## src/rtl/turf_hdr_framer.sv

```systemverilog
// turf_hdr_framer: frames raw event-header beats into prefix + fixed-length body packets,
// padding stalled headers after a timeout.
module turf_hdr_framer #(
  parameter int HDR_WORDS = 2,
  parameter int TIMEOUT   = 1023
) (
  input  logic        sysclk_i,
  input  logic        sysclk_rstb_i,
  input  logic        runrst_i,
  input  logic [63:0] s_hdr_tdata,
  input  logic        s_hdr_tvalid,
  output logic        s_hdr_tready,
  output logic [63:0] m_hdr_tdata,
  output logic        m_hdr_tvalid,
  input  logic        m_hdr_tready,
  output logic        m_hdr_tlast,
  output logic [31:0] event_count_o,
  output logic [15:0] err_count_o,
  output logic        frame_err_o
);
  typedef enum logic [1:0] {IDLE, PREFIX, BODY, PAD} state_t;
  localparam logic [3:0]  LAST = 4'(HDR_WORDS - 1);
  localparam logic [16:0] TMO  = 17'(TIMEOUT);
  state_t state;
  logic [3:0]  beat_cnt, bc;
  logic [15:0] tmo_cnt, tc;
  logic free, body, last, pad_last, stall, tmo_hit, tlast_load;
  // The cycle the prefix is accepted already behaves as a BODY cycle with fresh counters.
  always_comb begin
    free         = !m_hdr_tvalid || m_hdr_tready;
    body         = state == BODY || (state == PREFIX && m_hdr_tvalid && m_hdr_tready);
    bc           = state == PREFIX ? 4'd0 : beat_cnt;
    tc           = state == PREFIX ? 16'd0 : tmo_cnt;
    last         = bc == LAST;
    pad_last     = beat_cnt == LAST;
    stall        = body && free && !s_hdr_tvalid;
    tmo_hit      = stall && ({1'b0, tc} + 17'd1 >= TMO);
    s_hdr_tready = body && free;
    tlast_load   = (s_hdr_tready && s_hdr_tvalid && last) || (state == PAD && free && pad_last);
  end
  always_ff @(posedge sysclk_i or negedge sysclk_rstb_i) begin
    if (!sysclk_rstb_i) begin
      state         <= IDLE;
      beat_cnt      <= '0;
      tmo_cnt       <= '0;
      m_hdr_tdata   <= '0;
      m_hdr_tvalid  <= 1'b0;
      m_hdr_tlast   <= 1'b0;
      event_count_o <= '0;
      err_count_o   <= '0;
      frame_err_o   <= 1'b0;
    end else begin
      frame_err_o   <= 1'b0;
      event_count_o <= runrst_i ? 32'd0 : event_count_o + 32'(tlast_load);
      if (m_hdr_tvalid && m_hdr_tready) m_hdr_tvalid <= 1'b0;
      case (state)
        IDLE: if (s_hdr_tvalid && free) begin
          m_hdr_tdata  <= {8'hA5, LAST + 4'd1, 4'h0, 16'h0000, event_count_o};
          m_hdr_tvalid <= 1'b1;
          m_hdr_tlast  <= 1'b0;
          state        <= PREFIX;
        end
        PAD: if (free) begin
          m_hdr_tdata  <= 64'hDEAD_DEAD_DEAD_DEAD;
          m_hdr_tvalid <= 1'b1;
          m_hdr_tlast  <= pad_last;
          beat_cnt     <= beat_cnt + 4'd1;
          if (pad_last) state <= IDLE;
        end
        default: if (body) begin
          state    <= BODY;
          beat_cnt <= bc;
          tmo_cnt  <= tc;
          if (s_hdr_tready && s_hdr_tvalid) begin
            m_hdr_tdata  <= s_hdr_tdata;
            m_hdr_tvalid <= 1'b1;
            m_hdr_tlast  <= last;
            beat_cnt     <= bc + 4'd1;
            tmo_cnt      <= '0;
            if (last) state <= IDLE;
          end else if (tmo_hit) begin
            state       <= PAD;
            frame_err_o <= 1'b1;
            err_count_o <= err_count_o + 16'(err_count_o != 16'hFFFF);
          end else if (stall) begin
            tmo_cnt <= tc + 16'd1;
          end
        end
      endcase
    end
  end
endmodule

```

## config.mk

```make
export PLATFORM = sky130hd
export DESIGN_NAME = turf_hdr_framer
export DESIGN_NICKNAME = d
export VERILOG_FILES = /design/src/rtl/turf_hdr_framer.sv
export SDC_FILE = /design/constraint.sdc
export NUM_CORES = 1
export LEC_CHECK = 0
export CELL_PAD_IN_SITES_DETAIL_PLACEMENT = 1
export CELL_PAD_IN_SITES_GLOBAL_PLACEMENT = 1
export CORE_ASPECT_RATIO = 0.6
export CORE_MARGIN = 2
export CORE_UTILIZATION = 28
export DETAILED_ROUTE_END_ITERATION = 10
export PLACE_DENSITY_LB_ADDON = 0.1
export SLEW_MARGIN = 20
export SYNTH_ARGS = -nofsm -noshare
export SYNTH_HDL_FRONTEND = slang
export SYNTH_SLANG_ARGS = --single-unit
```

## constraint.sdc

```tcl
create_clock -name sysclk_i -period 4.05 [get_ports sysclk_i]
set_input_delay 0.81 -clock sysclk_i [delete_from_list [all_inputs] [get_ports sysclk_i]]
set_output_delay 0.81 -clock sysclk_i [all_outputs]
set_load 0.02 [all_outputs]
```

Word level (Yosys, flattened, before mapping)
Cells that the tools add are included.
{"block": "totals", "reg_bits": 137, "inputBits": 69, "output_inout_bits": 116, "word_cells": 92}
{"block": "classes", "n_addsub": 6, "order_cmp": 1, "eq_ne": 9, "n_mux": 38, "bitwise_logic": 3, "n_reduce_logical": 26}
{"cell": "two-way mux 64 bit", "n": 4}
{"cell": "case mux 64 bit (2 select lines)", "n": 1}
{"cell": "two-way mux 16 bit", "n": 4}
{"cell": "adder 32 x 1 -> 32 bit", "n": 1}
{"cell": "two-way mux 32 bit", "n": 1}
{"cell": "adder 16 x 1 -> 17 bit, second input constant", "n": 1}
{"cell": ">= comparator 17 x 10 -> 1 bit, second input constant", "n": 1}
{"cell": "adder 16 x 1 -> 16 bit", "n": 1}
{"cell": "adder 16 x 1 -> 16 bit, second input constant", "n": 1}
{"cell": "two-way mux 4 bit", "n": 4}
{"cell": "!= test 16 bit, second input constant", "n": 1}
{"cell": "two-way mux 1 bit", "n": 14}
{"cell": "two-way mux 2 bit", "n": 6}
{"cell": "AND reduction 4 bit", "n": 3}
{"cell": "logical AND 1 bit", "n": 11}
{"cell": "adder 4 x 1 -> 4 bit, second input constant", "n": 2}
{"cell": "equality test 4 x 1 -> 1 bit, second input constant", "n": 2}
{"cell": "case mux 4 bit (2 select lines)", "n": 1}
{"cell": "!= test 2 bit, second input constant", "n": 3}
{"cell": "nonzero test 3 bit", "n": 2}
{"cell": "equality test 2 bit, second input constant", "n": 2}
{"cell": "case mux 1 bit (2 select lines)", "n": 2}
{"cell": "case mux 2 bit (2 select lines)", "n": 1}
{"cell": "logical OR 1 bit", "n": 3}
{"cell": "8 further kinds", "n": 11}

Depth between registers and ports, before layout
Gate-level depths: netlist of the first run.
{"block": "logic_depth", "word_depth": 11, "depth_mapped": 16, "ltp_nobuf": 14}

Least setup slack after synthesis of the first run
No wires, ideal clock.
{"block": "synth_path", "kind": "in2reg", "start": "in m_hdr_tready", "end": "reg event_count_o[24]", "setup_ns": 0.132, "arrival_ns": 3.267, "t_required_ns": 3.918, "slack_ns": 0.651, "cell_stages": 13, "path_buffers": 1, "path_cell_list": "a31o_2 and3_1 clkbuf_1 o211ai_1 o21ai_0 ha_1 ha_1 nand4_1 or3_1 or2_2 nor3_1 xnor2_1 nor2_1"}
{"block": "synth_between", "elab_chain_len": 8, "elab_cells_between_ends": 11, "cone_classes": "add/sub: 1; mux: 1; reduce/logical: 9"}
{"item": "start: declaration", "line": "15", "source": "input logic m_hdr_tready,"}
{"item": "logical AND 1 bit", "line": "31", "source": "body = state == BODY || (state == PREFIX && m_hdr_tvalid && m_hdr_tready);"}
{"item": "logical OR 1 bit", "line": "31"}
{"item": "logical AND 1 bit", "line": "38", "source": "s_hdr_tready = body && free;"}
{"item": "logical AND 1 bit (2 in a row)", "line": "39", "source": "tlast_load = (s_hdr_tready && s_hdr_tvalid && last) || (state == PAD && free && pad_last);"}
{"item": "logical OR 1 bit (*)", "line": "39"}
{"item": "adder 32 x 1 -> 32 bit (*)", "line": "54", "source": "event_count_o <= runrst_i ? 32'd0 : event_count_o + 32'(tlast_load);"}
{"item": "two-way mux 32 bit (*)", "line": "54"}
{"item": "end signal: assignment", "line": "54"}
{"item": "end: declaration", "line": "17", "source": "output logic [31:0] event_count_o,"}
Mark *: on every way between the ends. The rest lies on a longest branch, timed or not.
A chain may end at the register's enable or synchronous reset.

Final worst setup path of the first run
{"block": "layout_path", "start": "reg state[1]", "end": "reg event_count_o[24]"}
{"block": "layout_between", "elab_chain_len": 10, "elab_cells_between_ends": 16, "cone_classes": "add/sub: 1; eq/ne: 4; mux: 2; reduce/logical: 9"}
{"item": "start: declaration", "line": "24", "source": "state_t state;"}
{"item": "start signal: assignment", "line": "43", "source": "state <= IDLE;"}
{"item": "start signal: assignment", "line": "61", "source": "state <= PREFIX;"}
{"item": "start signal: assignment", "line": "68", "source": "if (pad_last) state <= IDLE;"}
{"item": "equality test 2 x 1 -> 1 bit", "line": "31, 32"}
{"item": "logical AND 1 bit (2 in a row)", "line": "31"}
{"item": "logical OR 1 bit", "line": "31"}
{"item": "logical AND 1 bit", "line": "38"}
{"item": "logical AND 1 bit (2 in a row)", "line": "39"}
{"item": "logical OR 1 bit (*)", "line": "39"}
{"item": "adder 32 x 1 -> 32 bit (*)", "line": "54"}
{"item": "two-way mux 32 bit (*)", "line": "54"}
Marks and branches as above.

==> results_dict.tcl, run 1 <==
set metrics [dict create \
    outcome "completed" \
    syn_area_mm2 0.007018 \
    timing.max_cap.violations 0 \
    cp_slowest_stage_delay_ps 430 \
    synthesis.nets 856 \
    floorplan.die_area_mm2 0.02639 \
    timing.critical_path.fanout_max 10 \
    finalInstanceArea_mm2 0.009784 \
    netlist_instances 774 \
    cts_num_sinks 137 \
    max_slew.worst_pin.slew_ps 964.7 \
    detailedPlacementHpwl_um 18080 \
    share_of_layout_cells_above_drive_strength_1 0.08873 \
    numPlacedInstances 1249 \
    final_setup_violation_count 0 \
    netlist.area_leader.share 0.4885 \
    synthFlopType "sky130_fd_sc_hd__dfrtp_1" \
    tritoncts.num_buffers 17 \
    cts_resized 0 \
    initial_utilization 0.2878 \
    yosysMostFrequentCell "sky130_fd_sc_hd__dfrtp_1" \
    antenna_found_initial 0 \
    seq_total_area_yosys 0.4885 \
    peak_supply_drop_mv 0.3418 \
    crit_chain "inv_1, ha_1, a31o_2, and3_1, o211ai_1, o21ai_0, ha_1, ha_1, nand4_1, or3_1, or2_2, nor3_1, xnor2_1, nor2_1" \
    postRouteAntennaNets 0 \
    wl_um 25290 \
    detailedPlace.worstSlack_ps 42.83 \
    die_w_um 208.4 \
    required_ps 4350 \
    post_layout_worst_setup_margin_ps 455.8 \
    port_buffers 184 \
    number_of_levels_the_h_tree_was_split_into 4 \
    totalNegativeSetupSlack_ps 0 \
    critical_path.slowest_cell "sky130_fd_sc_hd__dfrtp_1" \
    overall_overflow_remaining_after_global_route 0 \
    first_global_vias 6248 \
    via_per_inst 4.916 \
    coreArea_mm2 0.02439 \
    register_to_register_path_setup_slack_ps 460 \
    num_vias 6293 \
    fillerInstances 2787 \
    route.detailed.drc 0 \
    grt_pass1_wl_um 39300 \
    max_freq_mhz 278.2 \
    global_route.usage.total 0.1942 \
    worst_skew_pair.late_latency_ps 430 \
    rsz0062_at_grt "no" \
    synth.lib_cells_used.distinct 62 \
    drt_iter0_drc 303 \
    end_kind "register" \
    detailed_place.area_mm2 0.009206 \
    period_utilisation_layout 0.8875 \
    hold_viol 0 \
    synth_area_leader_cell "sky130_fd_sc_hd__dfrtp_1" \
    final_layout_worst_hold_slack_ps 469.2 \
    place.gp.congestion 0.7260 \
    die-height_um 126.6 \
    path_clk_slew_ps 60 \
    leakage_nw 4.084 \
    period_minus_ws_final_ps 3594 \
    rows 44 \
    synth_commonest_cells "137 x sky130_fd_sc_hd__dfrtp_1, 108 x sky130_fd_sc_hd__nand2_1, 95 x sky130_fd_sc_hd__nor2_1, 77 x sky130_fd_sc_hd__a21oi_1, 62 x sky130_fd_sc_hd__o21ai_0" \
    slew_headroom 0.3569 \
    ioPinCount 185 \
    routedWlPerCell_um 19.76 \
    timing.critical_path.mode_cell "sky130_fd_sc_hd__ha_1" \
    syn_to_final_growth_pct 39.42 \
    yosys_register_bits 137 \
    post-route-util 0.4012 \
    p_per_area_mw_per_mm2 679.0 \
    arrival_ps 3900 \
    yosys_warnings 0 \
    cts.root.buffer_cell "sky130_fd_sc_hd__clkbuf_16" \
    post-layout-total-power_mw 6.643 \
    worstSetupPathType "reg -> reg" \
    critPathLaunchType "register" \
    asyncSetResetFlopFracSynth 1.000 \
    post_layout_nonfiller_instances 1280 \
    fin_skew_ps 5.143 \
    cts_buffer_depth 2 \
    holdBufCountCts 0 \
    post_synth.cell_area_avg_um2 9.067 \
    final_net_count 1028 \
    cts_tree "yes" \
    hold_path.class "reg -> reg" \
    final-max-slew-violation-count 0 \
    drt_pass1_iterations 4 \
    synth_enable_flop_cells 0 \
    synth.top_cells.by_area "sky130_fd_sc_hd__dfrtp_1 49%, sky130_fd_sc_hd__nand2_1 5.8%, sky130_fd_sc_hd__a21oi_1 5.5%, sky130_fd_sc_hd__nor2_1 5.1%, sky130_fd_sc_hd__o21ai_0 4.4%" \
    grt_start_max_net_pins 94 \
    cts_setup_buffers 0 \
    antenna_cells 0 \
]
## worst paths after layout
| kind | startpoint | endpoint | cells past startpoint |
|---|---|---|---|
| max reg2reg | state[1] | event_count_o[24] | 14 |
| min in group asynchronous | sysclk_rstb_i | err_count_o[1] | 1 |
| max in group asynchronous | sysclk_rstb_i | m_hdr_tdata[34] | 2 |
| max | state[1] | event_count_o[24] | 14 |
| min | m_hdr_tdata[40] | m_hdr_tdata[40] | 2 |
| min reg2reg | m_hdr_tdata[40] | m_hdr_tdata[40] | 2 |
## critical path, delay by kind of cell, from the launching register on
| kind | cells | cell delay (ps) |
|---|---|---|
| AO/OA/AOI/OAI | 3 | 520 |
| XOR/XNOR | 1 | 150 |
| adder cells (fa/ha/maj) | 3 | 840 |
| buffers and inverters | 1 | 130 |
| flip-flops | 1 | 430 |
| AND/OR/NAND/NOR | 6 | 1400 |
## final cells by class
| type | instances | area, um^2 | share of cell area |
|---|---|---|---|
| repair buffers | 204 | 2006 | 0.2050 |
| well taps | 322 | 402.9 | 0.04118 |
| clock buffers | 19 | 452.9 | 0.04629 |
| clock inverters | 12 | 125.1 | 0.01279 |
| multi-input cells | 572 | 3317 | 0.3390 |
| inverters | 14 | 52.55 | 0.005371 |
| flip-flops and latches | 137 | 3428 | 0.3504 |
## routing by layer
metal	part of all wire	global-route usage	up-vias
met5	0	0	-
met2	0.38	0.2451	131
li1	-	-	3027
met1	0.57	0.3197	3119
met3	0.044	0.04531	16
met4	0.011	0.04528	0
## placed cells by master, fill, tap and decap left out, types with 12 or more instances in the layout
| master | count |
|---|---|
| sky130_fd_sc_hd__buf_4 | 19 |
| sky130_fd_sc_hd__clkbuf_16 | 17 |
| sky130_fd_sc_hd__ha_1 | 12 |
| sky130_fd_sc_hd__xor2_1 | 26 |
| sky130_fd_sc_hd__a21oi_1 | 77 |
| sky130_fd_sc_hd__dfrtp_1 | 137 |
| sky130_fd_sc_hd__o21ai_0 | 62 |
| sky130_fd_sc_hd__clkdlybuf4s50_1 | 183 |
| sky130_fd_sc_hd__nor2_1 | 95 |
| sky130_fd_sc_hd__nand3_1 | 32 |
| sky130_fd_sc_hd__nand2_1 | 107 |
| sky130_fd_sc_hd__xnor2_1 | 18 |
| sky130_fd_sc_hd__inv_1 | 14 |
## sequential cells by signal, summed over array words and instances, names as in the netlist
register / count
m_hdr_tdata: 64
event_count_o: 32
err_count_o: 16
tmo_cnt: 16
beat_cnt: 4
state: 2
frame_err_o: 1
m_hdr_tlast: 1
m_hdr_tvalid: 1
## kinds of logic (layout without fill, tap and decap cells)
| logic type | after synthesis | count (layout) | share of synthesized area |
|---|---|---|---|
| AOI/OAI and AO/OA | 187 | 187 | 0.1540 |
| adders and majority gates | 13 | 13 | 0.02318 |
| muxes | 6 | 6 | 0.008914 |
| DFF | 137 | 137 | 0.4885 |
| buffers and inverters | 65 | 249 | 0.04172 |
| xor gates and xnor gates | 44 | 44 | 0.05491 |
| and+or+nand+nor | 322 | 322 | 0.2287 |
## report_power, final
group | internal (mW) | leakage (nW) | switching [mW]
clock | 0.932 | 0.281 | 0.632
sequential | 1.69 | 1.80 | 0.204
combinational | 1.16 | 2.00 | 2.03
No activity file was read; power rests on OpenSTA's default activity.
==> run 2: changes to the inputs <==
--- a/config.mk
+++ b/config.mk
@@ -8,9 +8,9 @@
 export CELL_PAD_IN_SITES_DETAIL_PLACEMENT = 1
 export CELL_PAD_IN_SITES_GLOBAL_PLACEMENT = 1
 export CORE_ASPECT_RATIO = 0.6
-export CORE_MARGIN = 2
 export CORE_UTILIZATION = 28
 export DETAILED_ROUTE_END_ITERATION = 10
+export MAX_ROUTING_LAYER = met4
 export PLACE_DENSITY_LB_ADDON = 0.1
 export SLEW_MARGIN = 20
 export SYNTH_ARGS = -nofsm -noshare
==> results_dict.tcl, run 2 (synthesis gave the netlist of run 1 again) <==
set metrics [dict create \
    antenna_cells 0 \
    coreArea_mm2 0.02439 \
    numPlacedInstances 1247 \
    cp_slowest_stage_delay_ps 510 \
    gr-usage-met1 0.3333 \
    final-max-slew-violation-count 0 \
    worst_skew_pair.late_latency_ps 430 \
    worstSetupPathType "reg -> reg" \
    leakage_nw 4.089 \
    syn_to_final_growth_pct 39.53 \
    number_of_levels_the_h_tree_was_split_into 4 \
    critPathLaunchType "register" \
    die_w_um 206.4 \
    path_clk_slew_ps 60 \
    timing.max_cap.violations 0 \
    regToRegEndpoint "event_count_o[30]" \
    critical_path.slowest_cell "sky130_fd_sc_hd__ha_1" \
    initial_utilization 0.2878 \
    max_slew.worst_pin.slew_ps 920.1 \
    max_flop_register "m_hdr_tdata" \
    final_setup_violation_count 0 \
    arrival_ps 4020 \
    first_global_vias 6186 \
    tritoncts.num_buffers 17 \
    violations_in_the_final_reports "DRC" \
    mostFrequentLayoutCell "sky130_fd_sc_hd__clkdlybuf4s50_1" \
    detailedPlacementHpwl_um 17920 \
    floorplan.die_area_mm2 0.02572 \
    routedWlPerCell_um 19.35 \
    final_net_count 1026 \
    route.detailed.drc 34 \
    post-route-util 0.4015 \
    final_layout_worst_hold_slack_ps 460.0 \
    global_route.usage.met3 0.04814 \
    path_delay_family "simple AND/OR/NAND/NOR gates" \
    largest_reg_flops 64 \
    overall_overflow_remaining_after_global_route 0 \
    ioPinCount 185 \
    cts_num_sinks 137 \
    p_per_area_mw_per_mm2 678.9 \
    drt_pass1_iterations 8 \
    totalNegativeSetupSlack_ps 0 \
    num_vias 6193 \
    cts_tree "yes" \
    port_buffers 184 \
    period_utilisation_layout 0.9166 \
    holdBufCountCts 0 \
    finalInstanceArea_mm2 0.009792 \
    grt.met2_usage 0.2457 \
    wl_um 24730 \
    peak_supply_drop_mv 0.4722 \
    fin_skew_ps 12.96 \
    detailed_place.area_mm2 0.009204 \
    fillerInstances 2806 \
    hold_path.class "in -> async" \
    register_to_register_path_setup_slack_ps 340 \
    rows 44 \
    via_per_inst 4.846 \
    critical_path.n_buffers_inverters 1 \
    end_kind "register" \
    cts_resized 0 \
    max_freq_mhz 269.4 \
    slew_headroom 0.3866 \
    post_layout_nonfiller_instances 1278 \
    place.gp.congestion 0.7899 \
    grt_start_max_net_pins 91 \
    postRouteAntennaNets 0 \
    reg_top3 "m_hdr_tdata (64), event_count_o (32)" \
    period_minus_ws_final_ps 3712 \
    cts_buffer_depth 2 \
    drt_iter0_drc 468 \
    grt_pass1_wl_um 38530 \
    layout_common_cells "183 x sky130_fd_sc_hd__clkdlybuf4s50_1, 137 x sky130_fd_sc_hd__dfrtp_1, 107 x sky130_fd_sc_hd__nand2_1" \
    regToRegStartpoint "state[1]" \
    timing.critical_path.mode_cell "sky130_fd_sc_hd__ha_1" \
    cts.root.buffer_cell "sky130_fd_sc_hd__clkbuf_16" \
    antenna_found_initial 0 \
    rsz0062_at_grt "no" \
    hold_viol 0 \
    share_of_layout_cells_above_drive_strength_1 0.08577 \
    global_route.peak_usage_layer "met1" \
    cts_setup_buffers 0 \
    timing.critical_path.fanout_max 14 \
    timing.reg2reg.worst_path_depth 14 \
    die-height_um 124.6 \
    area_of_the_multi_input_gates_mm2 0.003317 \
    sequential_cell_area_mm2 0.003428 \
    required_ps 4360 \
    crit_chain "inv_1, ha_1, a31o_2, and3_1, o211ai_1, o21ai_0, ha_1, ha_1, nand4_1, or3_1, nor4_2, nand3_1, xor2_1, nor2_1" \
    global_route.usage.total 0.2048 \
    outcome "complete, but fails checks" \
]
run 2: area by class of cell:
class / instances / share of cell area
Sequential cell: 137 / 0.3501
Multi-Input combinational cell: 572 / 0.3387
Timing Repair Buffer: 202 / 0.2046
Clock buffer: 21 / 0.04804
Tap cell: 322 / 0.04114
Clock inverter: 10 / 0.01201
Inverter: 14 / 0.005367
run 2: through the flow:
step	setup WS, ps	power, mW
global route	46.67	7.113
detailed placement	77.82	5.109
CTS	339.7	6.730
global placement	221.6	5.080
finish	337.8	6.648
floorplan	651.5	3.754
run 2: worst max path at each step:
stage / start / endpoint / slack [ps] / cells after the start
4_1_cts: state[1] / event_count_o[28] / 340 / 14
2_1_floorplan: m_hdr_tready / event_count_o[24] / 650 / 13
3_5_place_dp: m_hdr_tready / event_count_o[28] / 80 / 13
6_report: state[1] / event_count_o[30] / 340 / 14
5_1_grt: state[1] / event_count_o[24] / 50 / 14
3_3_place_gp: m_hdr_tready / event_count_o[24] / 220 / 13
run 2: per-layer routing:
| layer | up-vias | share of wire |
|---|---|---|
| li1 | 3024 | - |
| met1 | 3011 | 0.56 |
| met3 | 9 | 0.064 |
| met5 | - | 0 |
| met2 | 149 | 0.37 |
| met4 | 0 | 0.0068 |
run 2: power breakdown:
| group | internal [mW] | total, mW | switching (mW) |
|---|---|---|---|
| combinational | 1.16 | 3.17 | 2.01 |
| clock | 0.955 | 1.59 | 0.636 |
| sequential | 1.69 | 1.89 | 0.195 |
| total | 3.80 | 6.65 | 2.85 |
